[src/rtl/pc_seq_pkg.sv]
// Shared types and constants for the fetch-stage PC sequencer.
package pc_seq_pkg;

    localparam int unsigned XLEN        = 32;
    localparam int unsigned INSTR_BYTES = 4;

    localparam logic [XLEN-1:0] RESET_VEC_DEFAULT = 32'h0000_0000;
    localparam logic [XLEN-1:0] TRAP_VEC_DEFAULT  = 32'h0000_0100;

    typedef enum logic [1:0] {
        BOOT  = 2'd0,
        REQ   = 2'd1,
        WAIT  = 2'd2,
        VALID = 2'd3
    } pc_seq_state_t;

    // Instruction word plus the address it came from
    typedef struct packed {
        logic [XLEN-1:0] pc;
        logic [XLEN-1:0] word;
    } fetch_pkt_t;

    // Redirect target held while an issued fetch is still outstanding
    typedef struct packed {
        logic            trap;
        logic [XLEN-1:0] pc;
    } pend_tgt_t;

    function automatic logic [XLEN-1:0] align_word(input logic [XLEN-1:0] a);
        return {a[XLEN-1:2], 2'b00};
    endfunction

endpackage

[src/rtl/pc_fetch_sequencer_if.sv]
// Fetch-stage bundle: PC register control, instruction memory port and decode handoff.
interface pc_fetch_sequencer_if;
    import pc_seq_pkg::*;

    logic [XLEN-1:0] pc_current;
    logic            pc_write;
    logic [XLEN-1:0] pc_next;

    logic            imem_req;
    logic [XLEN-1:0] imem_addr;
    logic            imem_ready;
    logic [XLEN-1:0] imem_rdata;

    logic            instr_valid;
    logic [XLEN-1:0] instr;
    logic [XLEN-1:0] instr_pc;
    logic            stall;
    logic            redirect;
    logic [XLEN-1:0] redirect_pc;
    logic            trap;

    modport master (
        input  pc_current, imem_ready, imem_rdata, stall, redirect, redirect_pc, trap,
        output pc_write, pc_next, imem_req, imem_addr, instr_valid, instr, instr_pc
    );

    modport slave (
        output pc_current, imem_ready, imem_rdata, stall, redirect, redirect_pc, trap,
        input  pc_write, pc_next, imem_req, imem_addr, instr_valid, instr, instr_pc
    );
endinterface

[src/rtl/pc_fetch_sequencer.sv]
// Fetch controller: drives the external PC register and sequences one-in-flight
// instruction fetches, handling wait states, decode stalls, redirects and traps.
module pc_fetch_sequencer
    import pc_seq_pkg::*;
#(
    parameter logic [XLEN-1:0] RESET_VEC = RESET_VEC_DEFAULT,
    parameter logic [XLEN-1:0] TRAP_VEC  = TRAP_VEC_DEFAULT
) (
    input logic                 clk,
    input logic                 reset_n,
    pc_fetch_sequencer_if.master bus
);

    pc_seq_state_t   state, state_n;
    fetch_pkt_t      fetched, fetched_n;
    pend_tgt_t       pend, pend_n;
    logic            kill_pending, kill_n;

    logic            pc_write_c;
    logic [XLEN-1:0] pc_next_c;
    logic            imem_req_c;

    logic            redir_any;
    logic            keep_trap;
    logic [XLEN-1:0] req_tgt;
    logic [XLEN-1:0] pc_seq;

    // A new trap wins over everything; a redirect never displaces a pending trap
    assign redir_any = bus.trap | bus.redirect;
    assign keep_trap = kill_pending & pend.trap & ~bus.trap;
    assign req_tgt   = bus.trap ? TRAP_VEC : align_word(bus.redirect_pc);
    assign pc_seq    = bus.pc_current + XLEN'(INSTR_BYTES);

    always_ff @(posedge clk or negedge reset_n) begin
        if (!reset_n) begin
            state        <= BOOT;
            fetched      <= '0;
            pend         <= '0;
            kill_pending <= 1'b0;
        end else begin
            state        <= state_n;
            fetched      <= fetched_n;
            pend         <= pend_n;
            kill_pending <= kill_n;
        end
    end

    always_comb begin
        state_n    = state;
        fetched_n  = fetched;
        pend_n     = pend;
        kill_n     = kill_pending;
        pc_write_c = 1'b0;
        pc_next_c  = bus.pc_current;
        imem_req_c = 1'b0;

        case (state)
            BOOT: begin
                pc_write_c = 1'b1;
                pc_next_c  = RESET_VEC;
                state_n    = REQ;
            end

            REQ, WAIT: begin
                imem_req_c = 1'b1;
                if (bus.imem_ready) begin
                    if (redir_any || kill_pending) begin
                        // Returned word belongs to the squashed path: drop it
                        pc_write_c = 1'b1;
                        pc_next_c  = (redir_any && !keep_trap) ? req_tgt : pend.pc;
                        kill_n     = 1'b0;
                        pend_n     = '0;
                        state_n    = REQ;
                    end else begin
                        fetched_n = '{pc: bus.pc_current, word: bus.imem_rdata};
                        state_n   = VALID;
                    end
                end else begin
                    state_n = WAIT;
                    if (redir_any) begin
                        kill_n = 1'b1;
                        if (!keep_trap) begin
                            pend_n = '{trap: bus.trap, pc: req_tgt};
                        end
                    end
                end
            end

            VALID: begin
                if (bus.trap) begin
                    pc_write_c = 1'b1;
                    pc_next_c  = TRAP_VEC;
                    state_n    = REQ;
                end else if (bus.redirect) begin
                    pc_write_c = 1'b1;
                    pc_next_c  = align_word(bus.redirect_pc);
                    state_n    = REQ;
                end else if (!bus.stall) begin
                    pc_write_c = 1'b1;
                    pc_next_c  = pc_seq;
                    state_n    = REQ;
                end
            end

            default: begin
                state_n = BOOT;
            end
        endcase
    end

    assign bus.pc_write    = pc_write_c;
    assign bus.pc_next     = pc_next_c;
    assign bus.imem_req    = imem_req_c;
    assign bus.imem_addr   = bus.pc_current;
    assign bus.instr_valid = (state == VALID);
    assign bus.instr       = fetched.word;
    assign bus.instr_pc    = fetched.pc;

endmodule

[src/flat_wrapper.sv]
// flat-port wrapper written by rule: the top's interface ports become plain ports
module pc_fetch_sequencer_flat import pc_seq_pkg::*;
#(
    parameter logic [XLEN-1:0] RESET_VEC = RESET_VEC_DEFAULT,
    parameter logic [XLEN-1:0] TRAP_VEC  = TRAP_VEC_DEFAULT
)
  (clk, reset_n, bus_pc_current, bus_imem_ready, bus_imem_rdata, bus_stall, bus_redirect, bus_redirect_pc, bus_trap, bus_pc_write, bus_pc_next, bus_imem_req, bus_imem_addr, bus_instr_valid, bus_instr, bus_instr_pc);
  pc_fetch_sequencer_if bus_i ();
  input logic clk;
  input logic reset_n;
  input wire logic [$bits(bus_i.pc_current)-1:0] bus_pc_current;
  input wire logic [$bits(bus_i.imem_ready)-1:0] bus_imem_ready;
  input wire logic [$bits(bus_i.imem_rdata)-1:0] bus_imem_rdata;
  input wire logic [$bits(bus_i.stall)-1:0] bus_stall;
  input wire logic [$bits(bus_i.redirect)-1:0] bus_redirect;
  input wire logic [$bits(bus_i.redirect_pc)-1:0] bus_redirect_pc;
  input wire logic [$bits(bus_i.trap)-1:0] bus_trap;
  output wire logic [$bits(bus_i.pc_write)-1:0] bus_pc_write;
  output wire logic [$bits(bus_i.pc_next)-1:0] bus_pc_next;
  output wire logic [$bits(bus_i.imem_req)-1:0] bus_imem_req;
  output wire logic [$bits(bus_i.imem_addr)-1:0] bus_imem_addr;
  output wire logic [$bits(bus_i.instr_valid)-1:0] bus_instr_valid;
  output wire logic [$bits(bus_i.instr)-1:0] bus_instr;
  output wire logic [$bits(bus_i.instr_pc)-1:0] bus_instr_pc;
  assign bus_i.pc_current = bus_pc_current;
  assign bus_i.imem_ready = bus_imem_ready;
  assign bus_i.imem_rdata = bus_imem_rdata;
  assign bus_i.stall = bus_stall;
  assign bus_i.redirect = bus_redirect;
  assign bus_i.redirect_pc = bus_redirect_pc;
  assign bus_i.trap = bus_trap;
  assign bus_pc_write = bus_i.pc_write;
  assign bus_pc_next = bus_i.pc_next;
  assign bus_imem_req = bus_i.imem_req;
  assign bus_imem_addr = bus_i.imem_addr;
  assign bus_instr_valid = bus_i.instr_valid;
  assign bus_instr = bus_i.instr;
  assign bus_instr_pc = bus_i.instr_pc;
  pc_fetch_sequencer #(.RESET_VEC(RESET_VEC), .TRAP_VEC(TRAP_VEC)) u_core (.clk(clk), .reset_n(reset_n), .bus(bus_i));
endmodule
[config.mk]
export PLATFORM = sky130hd
export DESIGN_NAME = pc_fetch_sequencer_flat
export DESIGN_NICKNAME = d
export VERILOG_FILES = /design/src/rtl/pc_seq_pkg.sv /design/src/rtl/pc_fetch_sequencer_if.sv /design/src/rtl/pc_fetch_sequencer.sv /design/src/flat_wrapper.sv
export SDC_FILE = /design/constraint.sdc
export NUM_CORES = 1
export LEC_CHECK = 0
export CELL_PAD_IN_SITES_DETAIL_PLACEMENT = 1
export CELL_PAD_IN_SITES_GLOBAL_PLACEMENT = 2
export CORE_ASPECT_RATIO = 0.8
export CORE_UTILIZATION = 26
export CTS_BUF_LIST = sky130_fd_sc_hd__clkbuf_4 sky130_fd_sc_hd__clkbuf_8
export DETAILED_ROUTE_END_ITERATION = 7
export PLACE_DENSITY = 0.91
export RECOVER_POWER = 25
export SYNTH_ARGS = -nofsm -noshare
export SYNTH_HDL_FRONTEND = slang
export SYNTH_SLANG_ARGS = --single-unit
[constraint.sdc]
create_clock -name clk -period 2.3 [get_ports clk]
set_input_delay 0.23 -clock clk [delete_from_list [all_inputs] [get_ports clk]]
set_output_delay 0.23 -clock clk [all_outputs]
set_load 0.01 [all_outputs]
==> reports/qor.yml, run 1 <==
critical_path:
  critPathCaptureType: "primary output"
  worstPathBufferInverterCount: 3
  path_cells: "inv_2 > ha_4 > and3b_2 > a22o_4 > buf_12 > a222oi_1 > o22ai_1 > buf_2"
  cpPeakStageDelay_ps: 410
  slowest_stage: "dfrtp_1"
  path_max_fanout: 3
  crit_required_ps: 2070
  critPathKind: "register to primary output"
  cp-startpoint: "u_core.state[0]$_DFFE_PN0P_"
  critPathLaunchType: "register"
  arrival_ps: 2350
  regToRegStartpoint: "u_core.state[0]$_DFFE_PN0P_"
  crit_family: "compound AO/OA/AOI/OAI gates"
placed_design:
  port_buffers: 230
  dp.cells: 1158
  post-dp-hpwl_um: 18430
  place_area_mm2: 0.009080
  gp_congestion: 0.8399
floorplan:
  row_count: 48
  die_area_mm2: 0.02297
  fp.dieW_um: 169.2
  boundaryPins: 233
  start_util_pct: 26.74
  die_h_um: 135.8
  coreArea_mm2: 0.02174
synth:
  yosys_register_bits: 98
  ys_seq_area_share_pct: 42.18
  ys_types: 59
  avgSynthCellArea_um2: 10.06
  synth.net_count: 683
  netlist.area_leader.share_pct: 42.18
  synth.largest_area_cell: "dfrtp_1"
  synth_edf_count: 0
  ys_warn_count: 0
  synth_cells: 578
  syn-cell-area_mm2: 0.005814
  synth_area_leaders: "dfrtp_1 42%, mux2_2 12%, buf_4 5.8%, a22o_1 4.7%, nand2_1 3.9%"
  synth_async_sr_flop_share_pct: 100.0
  synthFlopType: "dfrtp_1"
clock_tree:
  clkSlewWorstSetupHoldPaths_ps: 110
  cts_made_buffers: 9
  h-tree-depth: 3
  cts_tree: "built"
  clock_sinks: 98
  clock_path_buffers: 2
  root_buffer: "clkbuf_8"
  clk_latency_ps: 400
outcome:
  violations: "negative setup slack"
  status: "complete, but fails checks"
sta:
  max_slew_margin_pct: 38.95
  grt_setup_unrepaired: "yes"
  fin_crit_ps: 2584
  setup_violations: 29
  finalClockSkew_ps: 11.57
  final_hold_viol_count: 0
  max_slew.worst_pin.slew_ps: 915.8
  layout_setup_ws_ps: -284.2
  slew_violations: 0
  period_share_pct: 112.4
  max_freq_mhz: 387.0
layout:
  nets: 1008
  fillers: 2399
  final_cell_mix: "187 x clkdlybuf4s50_1, 118 x buf_4, 98 x dfrtp_1"
  drive_above_1_share_pct: 39.54
  syn2layout_area_growth_pct: 73.14
  postLayoutCellArea_mm2: 0.01007
  post-route-util_pct: 46.31
  final_common_cell: "clkdlybuf4s50_1"
  final_cells: 1210
power_and_ir_drop:
  powerDensity_mw_per_mm2: 1013
  leakagePower_nw: 4.239
  ir_drop_uv: 467.4
detailed_routing:
  drc_errors: 0
  viasPerCell: 5.100
  vias: 6171
  totalWireLength_um: 26180
  drt-initial-drc-count: 375
  wl_per_cell_um: 21.64
  first_pass_iters: 6
  ant_nets: 0
job:
  cap_violations: 0
min_path:
  hold_path.class: "input pin to register"
  hold_start: "bus_pc_current[3]"
grt:
  grtUsageTotal_pct: 22.89
  grt_max_degree: 52
  first_global_vias: 6803
  antenna_found_initial: 2
  grt_overflow: 0
  grt_pass1_wl_um: 39560
## path summary, 6_finish.rpt
path | endpoint | slack [ps] | depth (start not counted)
min in group asynchronous | u_core.pend[3]$_DFFE_PN0P_ | 490 | 2
min reg2reg | u_core.bus.instr_pc[24]$_DFFE_PN0P_ | 510 | 1
max in group asynchronous | u_core.pend[23]$_DFFE_PN0P_ | 410 | 3
min | u_core.bus.instr_pc[3]$_DFFE_PN0P_ | 380 | 3
max | bus_pc_next[27] | -280 | 8
max reg2reg | u_core.bus.instr_pc[12]$_DFFE_PN0P_ | 120 | 10
## state kept, by name (all words and copies together) (netlist names)
signal / cells
u_core.kill_pending: 1
u_core.pend: 31
u_core.bus.instr: 32
u_core.state: 2
u_core.bus.instr_pc: 32
## cell usage after synthesis, drive strengths merged, types with 10 or more instances
cell / n
a21oi: 45
a22o: 31
xnor2: 12
inv: 10
dfrtp: 98
mux2: 64
mux2i: 16
nand2: 60
buf: 55
nor3: 12
o21ai: 28
nor2: 24
clkbuf: 18
## cells by family after synthesis
logic type / share of synthesized area (%)
AOI/OAI and AO/OA: 17.82
and+or+nand+nor: 13.19
DFF: 42.18
buffers and inverters: 8.457
muxes: 15.15
xor gates and xnor gates: 2.561
adders and majority gates: 0.6456
## worst min-delay path: cells and delay by family
family,cells,cell delay [ps]
buffers and inverters,2,370
multiplexers,1,140
## routing by layer
metal,routed length (µm),global-route usage [%]
met1,10920,28.54
met2,12740,38.71
met3,2108,6.427
met4,406,6.156
met5,0,0
## repair_timing
item,4_1_cts,5_1_grt
endpoints found under the hold margin,27,0
gates resized for setup,241,65
hold buffers,1,0
cloned,2,0
endpoints found under the setup margin,33,32
pin swaps,38,32
buffers inserted,33,6
## report_power, final
part	leakage [nW]	switching, mW	internal, mW	total [mW]
Sequential	1.24	0.419	2.44	2.86
Clock	0.0965	0.733	0.416	1.15
Combinational	2.90	2.86	3.33	6.19
## through the flow
| step | power (mW) | hold slack, ps | worst slack, ps | setup TNS [ps] |
|---|---|---|---|---|
| floorplan | 5.096 | -65.59 | 125.7 | 0 |
| global placement | 8.222 | 220.3 | -737.9 | -16500 |
| detailed placement | 8.368 | 221.4 | -759.2 | -18860 |
| CTS | 9.986 | 326.0 | -314.4 | -4375 |
| global route | 10.74 | 379.9 | -371.4 | -6622 |
| finish | 10.20 | 376.9 | -284.2 | -3784 |
## cell type report
cell class | instances | area [µm²] | area share, %
Multi-Input combinational cell | 397 | 3457 | 34.34
Tap cell | 300 | 375.4 | 3.729
Clock inverter | 7 | 60.06 | 0.5966
Antenna cell | 2 | 5.005 | 0.04971
Clock buffer | 9 | 123.9 | 1.230
Sequential cell | 98 | 2452 | 24.36
Timing Repair Buffer | 387 | 3552 | 35.28
Inverter | 10 | 41.29 | 0.4101
(Power assumes the default switching activity.)
==> run 2: changes to the inputs <==
- CORE_UTILIZATION: 26 -> 28
- PLACE_DENSITY: 0.91 -> 0.95
- SLEW_MARGIN: unset -> 20
- clock period: 2.3 -> 3 ns (I/O delays scaled with it)
==> reports/qor.yml, run 2 (synthesis gave the netlist of run 1 again) <==
floorplan:
  die_h_um: 130.9  # -3.6%
  coreArea_mm2: 0.02009  # -7.6%
  start_util_pct: 28.95  # +2.2 points
  row_count: 46  # -4.2%
  boundaryPins: 233  # unchanged
  die_area_mm2: 0.02135  # -7.0%
  fp.dieW_um: 163.1  # -3.6%
critical_path:
  crit_end: "bus_pc_next[19]"
  path_max_fanout: 7  # +4
  critPathCaptureType: "primary output"
  regToRegStartpoint: "u_core.state[1]$_DFFE_PN0P_"
  arrival_ps: 2690  # +340 ps
  reg2regPathDepth: 7  # -3
  cp-startpoint: "bus_pc_current[15]"
  crit_required_ps: 2700  # +630 ps
  critPathLaunchType: "input pin"
  r2r_end: "u_core.bus.instr_pc[11]$_DFFE_PN0P_"
  critPathKind: "input pin to primary output"
  rrSetupSlack_ps: 770  # +650 ps
clock_tree:
  cts_made_buffers: 9  # unchanged
  clock_path_buffers: 2  # unchanged
  cts_tree: "built"
  clock_sinks: 98  # unchanged
  root_buffer: "clkbuf_8"
  h-tree-depth: 3  # unchanged
  clkSlewWorstSetupHoldPaths_ps: 100  # about the same
  clk_latency_ps: 390  # about the same
placed_design:
  gp_congestion: 0.8472  # +0.87%
  port_buffers: 230  # unchanged
  post-dp-hpwl_um: 17290  # -6.2%
  dp.cells: 1077  # -7.0%
detailed_routing:
  wl_per_cell_um: 21.08  # -2.6%
  drc_errors: 0  # unchanged
  totalWireLength_um: 23170  # -12%
  ant_nets: 0  # unchanged
  first_pass_iters: 4  # -2
  viasPerCell: 5.171  # +1.4%
  wl_met2_um: 11000  # -14%
  wl_met1_um: 9896  # -9.4%
  drt-initial-drc-count: 370  # -1.3%
  top_layer: "met4"
  dr_wl_met3_um: 2023  # -4.0%
  vias: 5683  # -7.9%
sta:
  finalClockSkew_ps: 9.656  # -1.910 ps
  slew_violations: 0  # unchanged
  whs_ps: 494.2  # +117.3 ps
  period_share_pct: 99.72
  fin_tns_setup_ps: 0  # +3784 ps
  max_slew.worst_pin.slew_ps: 1251  # +334.9 ps
  grt_setup_unrepaired: "no"
  final_hold_viol_count: 0  # unchanged
  setup_violations: 0  # -100%
  max_slew_margin_pct: 16.62  # -22 points
  max_freq_mhz: 334.3
  fin_crit_ps: 2992
grt:
  grtUsageTotal_pct: 21.97  # -0.92 points
  antenna_found_initial: 1  # -1
  grt_pass1_wl_um: 35540  # -10%
  grt_overflow: 0  # unchanged
  grt_max_degree: 46  # -12%
  first_global_vias: 6094  # -10%
power_and_ir_drop:
  p_clk_share_pct: 12.6  # +1.3 points
  powerDensity_mw_per_mm2: 774.5  # -24%
  seqPwrFrac_pct: 31.2  # +3.1 points
  comb_power_share_pct: 56.2  # -4.5 points
  p_int_mw: 4.304  # -30%
  ir_drop_uv: 376.9  # -19%
  leakagePower_nw: 3.893  # -8.2%
  swShare_pct: 38.25  # -1.1 points
  p_switching_mw: 2.666  # -34%
min_path:
  hold_path.class: "register to register"
layout:
  multi_input_comb_area_mm2: 0.002950  # -15%
  syn2layout_area_growth_pct: 54.79
  nets: 934  # -7.3%
  final_common_cell: "clkdlybuf4s50_1"
  final_cell_mix: "205 x clkdlybuf4s50_1, 98 x dfrtp_1, 73 x buf_4"
  regArea_mm2: 0.002452  # unchanged
  fillers: 2229  # -7.1%
  final_cells: 1099  # -9.2%
  drive_above_1_share_pct: 22.30  # -17 points
job:
  cap_violations: 0  # unchanged
outcome:
  status: "finished clean"
## run 2: cell types whose count changed in the layout (fill, tap and decap cells not counted), sizes merged
| cell | before | now |
|---|---|---|
| buf | 183 | 80 |
| bufbuf | 0 | 1 |
| clkbuf | 15 | 13 |
| clkdlybuf4s15 | 0 | 1 |
| clkdlybuf4s50 | 187 | 205 |
| clkinv | 3 | 0 |
| diode | 2 | 1 |
| dlygate4sd2 | 9 | 11 |
| dlymetal6s2s | 1 | 11 |
| inv | 13 | 15 |
## run 2: power by group through the flow
stage	clock network (mW)	registers, mW	logic [mW]
3_5_place_dp	0	2.21	3.95
5_1_grt	0.957	2.25	4.18
4_1_cts	0.928	2.18	3.93
3_3_place_gp	0	2.16	3.88
6_report	0.877	2.18	3.92
2_1_floorplan	0	2.36	1.55
## run 2: final cells by class
class,count,share of cell area [%]
diodes,1,0.02780
well taps,264,3.670
repair buffers,313,33.80
flip-flops and latches,98,27.25
clock inverters,6,0.5978
clock buffers,10,1.460
multi-input cells,397,32.78
inverters,10,0.4171
## run 2: per-stage QoR
step	power (mW)	setup slack, ps	cell area (µm²)	util (%)
4_1_cts	7.039	-46.85	8927	44.44
2_1_floorplan	3.907	755.7	5814	-
5_1_grt	7.392	1.683	8997	44.79
6_report	6.971	8.386	9000	44.81
3_5_place_dp	6.161	-111.1	8685	43.24
3_3_place_gp	6.046	-96.81	8685	43.24
## run 2: how the worst min path moves through the flow
stage | start | endpoint | slack, ps | cells past startpoint
4_1_cts | reset_n | u_core.bus.instr_pc[31]$_DFFE_PN0P_ | 480 | 2
5_1_grt | bus_imem_rdata[15] | u_core.bus.instr[15]$_DFFE_PN0P_ | 490 | 2
6_report | u_core.bus.instr_pc[24]$_DFFE_PN0P_ | u_core.bus.instr_pc[24]$_DFFE_PN0P_ | 490 | 1
3_5_place_dp | reset_n | u_core.pend[7]$_DFFE_PN0P_ | 380 | 1
3_3_place_gp | reset_n | u_core.pend[16]$_DFFE_PN0P_ | 390 | 1
2_1_floorplan | reset_n | u_core.bus.instr[0]$_DFFE_PN0P_ | 4 | 0
## run 2: what timing repair did
item / 4_1_cts / 5_1_grt
hold endpoints to repair: 43 / 0
setup buffers: 0 / 3
resized for setup: 21 / 21
gates cloned: 1 / 0
endpoints found under the setup margin: 20 / 18
hold buffers: 1 / 0
pin swaps: 0 / 1
## run 2: routing by layer
metal | up-vias | global-route usage (%)
met2 | 240 | 36.55
met1 | 2847 | 28.43
met3 | 20 | 6.029
met4 | 0 | 4.893
met5 | - | 0
li1 | 2576 | -
## run 2: critical path, cell delays in order
cell and delay [ps]:
clkdlybuf4s50_1 560, and4_4 290, buf_4 120, nand2_1 190, nor3_1 370, xnor2_1 110, o21ai_0 160, clkdlybuf4s50_1 580
==> run 3: changes to the inputs <==
- CELL_PAD_IN_SITES_DETAIL_PLACEMENT: 1 -> unset
- CELL_PAD_IN_SITES_GLOBAL_PLACEMENT: 2 -> unset
- CORE_UTILIZATION: 28 -> 49
==> reports/qor.yml, run 3 (synthesis gave the netlist of run 1 again) <==
outcome:
  status: "complete, but fails checks"
  violations: "design-rule violations, negative setup slack"
clock_tree:
  cts_made_buffers: 9  # unchanged
  clock_sinks: 98  # unchanged
  clkSlewWorstSetupHoldPaths_ps: 120  # +20 ps
  root_buffer: "clkbuf_8"
  clk_latency_ps: 390  # about the same
  cts_tree: "built"
  h-tree-depth: 3  # unchanged
  clock_path_buffers: 2  # unchanged
placed_design:
  dp.cells: 953  # -12%
  post-dp-hpwl_um: 14710  # -15%
  port_buffers: 230  # unchanged
  gp_congestion: 0.9255  # +9.2%
grt:
  grt_max_degree: 57  # +24%
  grt_pass1_wl_um: 32020  # -9.9%
  grt_overflow: 0  # unchanged
  antenna_found_initial: 1  # unchanged
  first_global_vias: 6203  # +1.8%
  grtUsageTotal_pct: 34.10  # +12 points
power_and_ir_drop:
  swShare_pct: 38.39  # +0.14 points
  comb_power_share_pct: 55.5  # -0.7 points
  p_clk_share_pct: 13.1  # +0.5 points
  power.total_mw: 7.099  # +1.8%
  p_int_mw: 4.374  # +1.6%
  seqPwrFrac_pct: 31.3  # about the same
  powerDensity_mw_per_mm2: 808.0  # +4.3%
  ir_drop_uv: 503.3  # +34%
  p_switching_mw: 2.725  # +2.2%
  leakagePower_nw: 3.925  # +0.82%
layout:
  drive_above_1_share_pct: 22.38  # +0.081 points
  syn2layout_area_growth_pct: 51.11
  final_cells: 980  # -11%
  final_common_cell: "clkdlybuf4s50_1"
  final_cell_mix: "208 x clkdlybuf4s50_1, 98 x dfrtp_1, 72 x buf_4"
  nets: 931  # -0.32%
  post-route-util_pct: 76.28  # +31 points
sta:
  max_freq_mhz: 307.1  # -8.1%
  finalClockSkew_ps: 22.25  # +12.60 ps
  setup_violations: 2  # +2
  fin_crit_ps: 3256  # +264.5 ps
  max_slew_margin_pct: 1.116  # -16 points
  final_hold_viol_count: 0  # unchanged
  max_slew.worst_pin.slew_ps: 1483  # +232.6 ps
  slew_violations: 0  # unchanged
  period_share_pct: 108.5  # +8.8 points
  layout_setup_ws_ps: -256.1  # -264.5 ps
  grt_setup_unrepaired: "yes"
  whs_ps: 425.1  # -69.13 ps
detailed_routing:
  first_pass_iters: 8  # +4
  totalWireLength_um: 22300  # -3.7%
  drt-initial-drc-count: 995  # +170%
  viasPerCell: 6.437  # +24%
  drc_errors: 5  # +5
  ant_nets: 0  # unchanged
  vias: 6308  # +11%
  wl_per_cell_um: 22.76  # +8.0%
floorplan:
  fp.dieW_um: 123.8  # -24%
  coreArea_mm2: 0.01152  # -43%
  boundaryPins: 233  # unchanged
  die_h_um: 99.43  # -24%
  die_area_mm2: 0.01231  # -42%
  start_util_pct: 50.48  # +22 points
  row_count: 35  # -24%
min_path:
  hold_path.class: "input pin to register"
job:
  cap_violations: 0  # unchanged
critical_path:
  arrival_ps: 2960  # +270 ps
  path_max_fanout: 3  # -4
  critPathCaptureType: "primary output"
  critPathKind: "input pin to primary output"
  critPathLaunchType: "input pin"
  crit_required_ps: 2700  # about the same
==> run 3: cell types whose count changed in the layout (fill, tap and decap cells not counted), sizes merged, moves of 2 or more <==
cell           change
dlygate4sd2        -8
dlymetal6s2s       +6
buf                -3
clkdlybuf4s50      +3
clkinv             +2
==> run 3: metal layers <==
metal | wire length [µm] | GRT usage, % | vias to the layer above
li1 | - | - | 2581
met5 | 0 | 0 | -
met1 | 7925 | 43.14 | 2945
met3 | 3008 | 9.690 | 178
met2 | 9908 | 52.74 | 604
met4 | 1461 | 18.16 | 0
==> run 3: path summary, 6_finish.rpt <==
| check | from | endpoint | slack [ps] | cells past startpoint |
|---|---|---|---|---|
| min | bus_trap | u_core.pend[32]$_DFFE_PN0P_ | 430 | 2 |
| max in group asynchronous | reset_n | u_core.bus.instr[7]$_DFFE_PN0P_ | 860 | 3 |
| min reg2reg | u_core.bus.instr_pc[24]$_DFFE_PN0P_ | u_core.bus.instr_pc[24]$_DFFE_PN0P_ | 500 | 1 |
| max reg2reg | u_core.state[0]$_DFFE_PN0P_ | u_core.bus.instr_pc[23]$_DFFE_PN0P_ | 940 | 7 |
| max | bus_pc_current[2] | bus_pc_next[10] | -260 | 9 |
| min in group asynchronous | reset_n | u_core.pend[11]$_DFFE_PN0P_ | 800 | 2 |
==> run 3: critical path, stage by stage <==
cell	delay, ps
clkdlybuf4s50_1	500
ha_1	190
buf_4	140
nand4b_1	220
nor3_1	470
nor2_1	90
o21ai_0	510
a31oi_2	210
dlygate4sd2_1	330
==> run 3: area by class of cell <==
type | instances | area, µm²
multi-input combinational | 397 | 2953
timing repair buffer | 310 | 2950
fill | 667 | 2731
sequential | 98 | 2452
tap | 148 | 185.2
clock buffer | 9 | 123.9
clock inverter | 7 | 81.33
inverter | 10 | 37.54
antenna | 1 | 2.502
==> run 3: power groups by stage <==
stage	logic [mW]	registers (mW)	clock network (mW)
global placement	3.69	2.17	0
CTS	3.81	2.21	0.931
floorplan	1.55	2.36	0
finish	3.94	2.22	0.933
global route	4.12	2.29	0.984
detailed placement	3.80	2.21	0
==> run 3: what timing repair did <==
action,4_1_cts,5_1_grt
buffers inserted,1,7
hold buffers,1,0
endpoints found under the setup margin,16,25
pin swaps,0,6
resized for setup,11,35
endpoints found under the hold margin,15,0
cloned,0,1
==> run 3: per-stage QoR <==
stage,setup slack [ps],instance area (µm²),TNS [ps]
2_1_floorplan,755.7,5814,0
3_3_place_gp,-15.23,8388,-19.50
3_5_place_dp,-136.9,8388,-544.0
4_1_cts,-16.74,8633,-46.26
5_1_grt,-321.4,8786,-442.9
6_report,-256.1,8786,-282.9
